## config.mk

```make
export PLATFORM = sky130hd
export DESIGN_NAME = fifo_rd_ctrl
export DESIGN_NICKNAME = d
export VERILOG_FILES = /design/src/rtl/fifo_pkg.sv /design/src/rtl/sync_2ff.sv /design/src/rtl/fifo_rd_ctrl.sv
export SDC_FILE = /design/constraint.sdc
export NUM_CORES = 1
export LEC_CHECK = 0
export ABC_AREA = 1
export CORE_ASPECT_RATIO = 0.7
export CORE_UTILIZATION = 40
export DETAILED_ROUTE_END_ITERATION = 6
export PLACE_DENSITY_LB_ADDON = 0.15
export SETUP_SLACK_MARGIN = 0.15
export SLEW_MARGIN = 20
export SYNTH_ARGS = -nofsm -noshare
export SYNTH_HDL_FRONTEND = slang
export SYNTH_SLANG_ARGS = --single-unit
export TNS_END_PERCENT = 10
```

## constraint.sdc

```tcl
create_clock -name clk -period 2.9 [get_ports clk]
set_clock_uncertainty 0.15 [all_clocks]
set_input_delay 0.29 -clock clk [delete_from_list [all_inputs] [get_ports clk]]
set_output_delay 0.29 -clock clk [all_outputs]
set_load 0.05 [all_outputs]
```

## src/rtl/fifo_pkg.sv

```systemverilog
// Shared helpers for the async FIFO pointer logic (read and write sides).
// Gray/binary conversions accept any pointer width up to MAX_PTR_WIDTH:
// callers zero-extend their pointer into the 32-bit argument and truncate
// the result back to their own width.
package fifo_pkg;

  localparam int DEFAULT_ADDR_WIDTH = 4;
  localparam int MAX_PTR_WIDTH      = 32;

  typedef logic [DEFAULT_ADDR_WIDTH:0] ptr_t;

  function automatic logic [MAX_PTR_WIDTH-1:0] bin2gray(input logic [MAX_PTR_WIDTH-1:0] bin);
    return bin ^ (bin >> 1);
  endfunction

  // Prefix XOR from the MSB down; zero-extended upper bits leave the result unchanged
  function automatic logic [MAX_PTR_WIDTH-1:0] gray2bin(input logic [MAX_PTR_WIDTH-1:0] gray);
    logic [MAX_PTR_WIDTH-1:0] bin;
    bin[MAX_PTR_WIDTH-1] = gray[MAX_PTR_WIDTH-1];
    for (int i = MAX_PTR_WIDTH - 2; i >= 0; i--) begin
      bin[i] = bin[i+1] ^ gray[i];
    end
    return bin;
  endfunction

endpackage

```

## src/rtl/sync_2ff.sv

```systemverilog
// Two-flop synchronizer for a Gray-coded pointer crossing clock domains.
// Both stages clear to zero on reset; used by both FIFO sides.
module sync_2ff #(
  parameter int WIDTH = 1
) (
  input  logic             clk,
  input  logic             rst_n,
  input  logic [WIDTH-1:0] d,
  output logic [WIDTH-1:0] q
);

  logic [WIDTH-1:0] stage1Q;
  logic [WIDTH-1:0] stage2Q;

  // Shift the foreign-domain value through two flops to settle metastability
  always_ff @(posedge clk or negedge rst_n) begin
    if (!rst_n) begin
      stage1Q <= '0;
      stage2Q <= '0;
    end else begin
      stage1Q <= d;
      stage2Q <= stage1Q;
    end
  end

  assign q = stage2Q;

endmodule

```

## src/rtl/fifo_rd_ctrl.sv

```systemverilog
// Read-side pointer and empty controller for the async FIFO.
// Optional macro FIFO_RD_LEVEL_EN adds a registered occupancy count and a
// threshold-based almost-empty flag; without it rd_level is 0 and
// almost_empty mirrors empty.
module fifo_rd_ctrl
  import fifo_pkg::*;
#(
  parameter int ADDR_WIDTH       = DEFAULT_ADDR_WIDTH,
  parameter int ALMOST_EMPTY_THR = 2
) (
  input  logic                  clk,
  input  logic                  rst_n,
  input  logic                  rd_en,
  input  logic [ADDR_WIDTH:0]   wptr_gray_async,
  output logic [ADDR_WIDTH-1:0] raddr,
  output logic [ADDR_WIDTH:0]   rptr_gray,
  output logic                  empty,
  output logic                  rd_underflow,
  output logic [ADDR_WIDTH:0]   rd_level,
  output logic                  almost_empty
);

  localparam int PW = ADDR_WIDTH + 1;

  logic [PW-1:0] wq2Gray;
  logic [PW-1:0] rbinQ, rbinD;
  logic [PW-1:0] rgrayQ, rgrayD;
  logic          emptyQ, emptyD;
  logic          underflowQ, underflowD;
  logic          rdFire;

  sync_2ff #(
    .WIDTH(PW)
  ) u_wptr_sync (
    .clk  (clk),
    .rst_n(rst_n),
    .d    (wptr_gray_async),
    .q    (wq2Gray)
  );

  // Next pointer: advance only on an accepted read; empty looks at the pointer we are about to hold
  always_comb begin
    rdFire     = rd_en & ~emptyQ;
    rbinD      = rbinQ + {{ADDR_WIDTH{1'b0}}, rdFire};
    rgrayD     = PW'(bin2gray(32'(rbinD)));
    emptyD     = (rgrayD == wq2Gray);
    underflowD = rd_en & emptyQ;
  end

  // Pointer, empty and underflow registers
  always_ff @(posedge clk or negedge rst_n) begin
    if (!rst_n) begin
      rbinQ      <= '0;
      rgrayQ     <= '0;
      emptyQ     <= 1'b1;
      underflowQ <= 1'b0;
    end else begin
      rbinQ      <= rbinD;
      rgrayQ     <= rgrayD;
      emptyQ     <= emptyD;
      underflowQ <= underflowD;
    end
  end

  assign raddr        = rbinQ[ADDR_WIDTH-1:0];
  assign rptr_gray    = rgrayQ;
  assign empty        = emptyQ;
  assign rd_underflow = underflowQ;

`ifdef FIFO_RD_LEVEL_EN
  localparam logic [PW-1:0] THR = PW'(ALMOST_EMPTY_THR);

  logic [PW-1:0] wq2Bin;
  logic [PW-1:0] levelQ, levelD;
  logic          almostQ, almostD;

  // Occupancy as seen against the synchronized write pointer, modulo the pointer range
  always_comb begin
    wq2Bin  = PW'(gray2bin(32'(wq2Gray)));
    levelD  = wq2Bin - rbinD;
    almostD = (levelD <= THR);
  end

  // Level and almost-empty registers; reset reflects an empty FIFO
  always_ff @(posedge clk or negedge rst_n) begin
    if (!rst_n) begin
      levelQ  <= '0;
      almostQ <= 1'b1;
    end else begin
      levelQ  <= levelD;
      almostQ <= almostD;
    end
  end

  assign rd_level     = levelQ;
  assign almost_empty = almostQ;
`else
  logic unusedThr;
  assign unusedThr    = (ALMOST_EMPTY_THR != 0);
  assign rd_level     = '0;
  assign almost_empty = emptyQ;
`endif

endmodule

```

Word-level counts from Yosys, hierarchy flattened
Cells that the tools add are included.
Operators by class
  mux-type cells: 0
  multiply operators: 0
  div/mod/pow operators: 0
  reductions and logical operators: 0
  bitwise logic cells: 4
  magnitude comparators: 0
  shift operators: 0
  $add $sub $neg: 1
  eq/ne operators: 1
Operator list (number)
  adder 5 x 1 -> 5 bit: 1
  equality test 5 bit: 1
  XOR 5 x 4 -> 5 bit: 1
  AND 1 bit: 2
  inverter 1 bit: 1
Word-level totals
  memories: 0
  memory bits (writable): 0
  input bits: 8
  word-level logic and storage cells: 12
  bits in registers: 22
  bits in read-only memories: 0
  bits in latches: 0
  output and inout port bits: 17

Logic depth before layout (Yosys ltp)
  depth in word-level cells: 5
  gate-level depth with buffers: 13
  mapped depth without buffers: 13

Modules after synthesis
From an unflattened synthesis, not the netlist that was laid out.
Unflattened totals
  cells, all modules: 90
  area total of the unflattened synthesis: 885.8 sq um
By module, submodules not included
  fifo_rd_ctrl: area an instance 635.6 sq um, instances 1, seq. area each 276.5 sq um, cells an instance 80
  sync_2ff: area an instance 250.2 sq um, instances 1, seq. area each 250.2 sq um, cells an instance 10

Worst setup path after synthesis
OpenSTA, ideal clock, no wires.
  path type: reg2reg
  from: reg emptyQ (netlist: almost_empty)
  to: reg emptyQ (netlist: almost_empty)
  arrival: 1.907 ns
  slack: 0.776 ns
  path buffers: 0
  library setup time: 0.067 ns
  stages on the path, launching flop included: 11
  data required time: 2.683 ns
  clock period less this slack: 2.124 ns
  cells stage by stage: dfstp_2 -> nor2_1 -> ha_1 -> ha_1 -> xor2_2 -> nand2_1 -> nand2_1 -> nand2_1 -> nor2_2 -> nand2_1 -> nor2_1
On the way
  longest elaborated chain between the ends: 5
RTL lines
  from (decl): RTL line fifo_rd_ctrl.sv:28  | logic emptyQ, emptyD;
  from (signal assigned): RTL line fifo_rd_ctrl.sv:60  | emptyQ <= emptyD;
  inverter 1 bit: RTL line fifo_rd_ctrl.sv:43  | rdFire = rd_en & ~emptyQ;
  AND 1 bit: RTL line fifo_rd_ctrl.sv:43
  adder 5 x 1 -> 5 bit: RTL line fifo_rd_ctrl.sv:44  | rbinD = rbinQ + {{ADDR_WIDTH{1'b0}}, rdFire};
  named net rbinD[1]: RTL line fifo_rd_ctrl.sv:26  | logic [PW-1:0] rbinQ, rbinD;
  XOR 5 x 4 -> 5 bit: RTL line fifo_pkg.sv:13  | return bin ^ (bin >> 1);
  named net rgrayD[0]: RTL line fifo_rd_ctrl.sv:27  | logic [PW-1:0] rgrayQ, rgrayD;
  equality test 5 bit: RTL line fifo_rd_ctrl.sv:46  | emptyD = (rgrayD == wq2Gray);
  named net emptyD: RTL line fifo_rd_ctrl.sv:28
The timed path passes the listed nets, and every way through them passes these cells.

Worst setup path after layout
Same ends and word-level chain as after synthesis.

==> impl_metrics.yaml <==
status:
  outcome: "finished clean"
worst_setup_path:
  cp_data_required_time_ns: 2.99
  startpoint_types: "flop"
  critical_setup_path_kind: "flop to flop"
  crit_start: "almost_empty"
  start_of_the_worst_register_to_register_path: "almost_empty"
  crit_arrival_ns: 2.19
  reg2reg_depth: 10
  path_max_fanout: 5
  cp-end-kind: "flop"
layout:
  layout-drive-gt1-share: 0.0957
  final_cell_count_no_fill: 147
  area_growth_syn_to_layout_pct: 23.8
  antennaDiodeCount: 0
  final_net_count: 126
  post-route-util: 0.523
die:
  top_level_ports: 25
  die_height_um: 41.9
  effective_utilization_at_floorplan: 0.422
  die_w_um: 59.0
  core.rowCount: 14
  core_region_area_um2: 2150
  floorplan.die_area_um2: 2470
yosys:
  synth_top_cell_by_area: "sky130_fd_sc_hd__dfrtp_1"
  synth_common_cells: "sky130_fd_sc_hd__nand2_1 (32), sky130_fd_sc_hd__dfrtp_1 (20), sky130_fd_sc_hd__inv_1 (10), sky130_fd_sc_hd__buf_4 (6), sky130_fd_sc_hd__nand3_1 (6)"
  synth_area_um2: 910
  ys_top_cells_by_area: "sky130_fd_sc_hd__dfrtp_1 (55%), sky130_fd_sc_hd__nand2_1 (13%), sky130_fd_sc_hd__buf_4 (5.0%)"
  number_of_flops_mapped_to_enable_cells_by_yosys: 0
  synth-seq-area-share: 0.579
  synth_area_per_cell_um2: 9.57
  synthFlopType: "sky130_fd_sc_hd__dfrtp_1"
  postSynth.asyncResetShare: 1.00
  syn-instance-count: 95
  yosysWarningCount: 0
  synth.most_common_cell: "sky130_fd_sc_hd__nand2_1"
  synth.distinct_cells: 18
  synth-seq-cells: 21
  yosys.area.top_type_share: 0.550
timing:
  rsz0062_at_grt: "no"
  slew_headroom: 0.395
  drv_slew: 0
  worst-slew-pin-transition_ns: 0.905
  hold_ws_ns: 0.209
  timing.final.crit_share: 0.726
  report.final.hold_viol_count: 0
  setup_tns_ns: 0
  finalWorstPathRequiredPeriod_ns: 2.10
  fmax_mhz: 475
  setup_viol_count_final: 0
clock_network:
  clk_latency_ns: 0.30
  cts_inserted_buffers: 3
  clockBufferDepth: 2
  cts.sinks: 21
  cts_hold_repair.buffers: 0
  path_clk_slew_ns: 0.11
  cts_tree: "built"
  cts.repair.resized: 0
  cts_htree_levels: 1
  cts_setup_buffers: 0
  clock-root-buffer: "sky130_fd_sc_hd__clkbuf_4"
route:
  drt_iter0_drc: 17
  drc_errors: 0
  via_density_per_instance: 4.25
  detail_route.first_pass.iterations: 4
  vias: 625
  routed_wl_um: 1330
  drt.antenna.violating_nets: 0
  post_drt_wl_per_cell_um: 9.01
hold_path:
  start_point_of_the_worst_hold_path: "u_wptr_sync.stage1Q[4]"
  hold_removal_path_class: "flop to flop"
  timing.hold.worst_path_depth: 0
placed_design:
  place.gp.congestion: 0.800
  placedCellCount: 143
  dp_hpwl_um: 1000
  io_buffer_count: 19
global_route:
  grt_pass1_vias: 566
  global_route.overflow_total: 0
  grt_first_pass_wirelength_um: 2390
  number_of_antenna_violations_at_the_first_check_in_global_routing: 0
  grt_use_total: 0.136
  pin_count_of_the_biggest_net_entering_global_routing: 22
power:
  power_leakage_nw: 0.564
  power.density_cell_area_nw_per_um2: 1240
  vdd_ir_drop_max_uv: 487
job:
  drv_cap: 0
-- state kept, by name, indices dropped and copies added (netlist names) --
| register | flops |
|---|---|
| rd_underflow | 1 |
| u_wptr_sync.stage1Q | 5 |
| rbinQ | 5 |
| almost_empty | 1 |
| u_wptr_sync.q | 5 |
| rptr_gray | 4 |
-- per-layer routing --
metal	GRT usage	routed length, um	up-vias	part of all wire
li1	-	-	317	-
met1	0.153	614	285	0.46
met2	0.225	613	19	0.46
met3	0.0654	72	4	0.054
met4	0.0429	24	0	0.018
met5	0	0	-	0
-- area by class of cell --
type,instances,area (um2)
Fill cell,192,1030
Clock buffer,3,22.5
Timing Repair Buffer,19,190
Clock inverter,1,5.00
Tap cell,32,40.0
Multi-Input combinational cell,59,297
Sequential cell,21,527
Inverter,12,45.0
-- critical path, cell delays in order (launching register included) --
cell	delay (ns)
sky130_fd_sc_hd__dfstp_2	0.57
sky130_fd_sc_hd__nor2_1	0.05
sky130_fd_sc_hd__ha_1	0.22
sky130_fd_sc_hd__ha_1	0.45
sky130_fd_sc_hd__xor2_2	0.17
sky130_fd_sc_hd__nand2_1	0.07
sky130_fd_sc_hd__nand2_1	0.07
sky130_fd_sc_hd__nand2_1	0.06
sky130_fd_sc_hd__nor2_2	0.07
sky130_fd_sc_hd__nand2_1	0.05
sky130_fd_sc_hd__nor2_1	0.11
-- cell usage in the layout, fill, tap and decap left out, drive strengths merged, types with 3 or more instances in the layout --
master,n
clkbuf,3
inv,12
dfrtp,20
nand4,4
nand2,34
nor2,4
nand3,6
clkdlybuf4s50,19
conb,5
-- cell families after synthesis --
| family | synth area share |
|---|---|
| adders and majority gates | 0.0275 |
| xor gates and xnor gates | 0.0468 |
| buffers and inverters | 0.111 |
| and+or+nand+nor | 0.231 |
| DFF | 0.579 |
| other | 0.00412 |
-- report_power, final --
part / switching [mW] / internal [mW]
sequential: 0.0600 / 0.373
combinational: 0.548 / 0.277
clock: 0.0821 / 0.0514
total: 0.690 / 0.702
-- metrics by stage --
step                cell area [um2]  setup WS [ns]  total power, mW
floorplan                       925          0.776             1.07
global placement               1100          0.645             1.25
detailed placement             1100          0.600             1.27
CTS                            1130          0.775             1.41
global route                   1130          0.610             1.50
finish                         1130          0.795             1.39
-- worst paths after layout --
check / endpoint / slack [ns]
setup / recovery: almost_empty / 0.80
hold / removal: u_wptr_sync.q[4] / 0.21
setup reg to reg: almost_empty / 0.80
hold reg to reg: u_wptr_sync.q[4] / 0.21
max in group asynchronous: rbinQ[0] / 1.71
min in group asynchronous: u_wptr_sync.stage1Q[2] / 0.34
No activity file was read; power rests on OpenSTA's default activity.
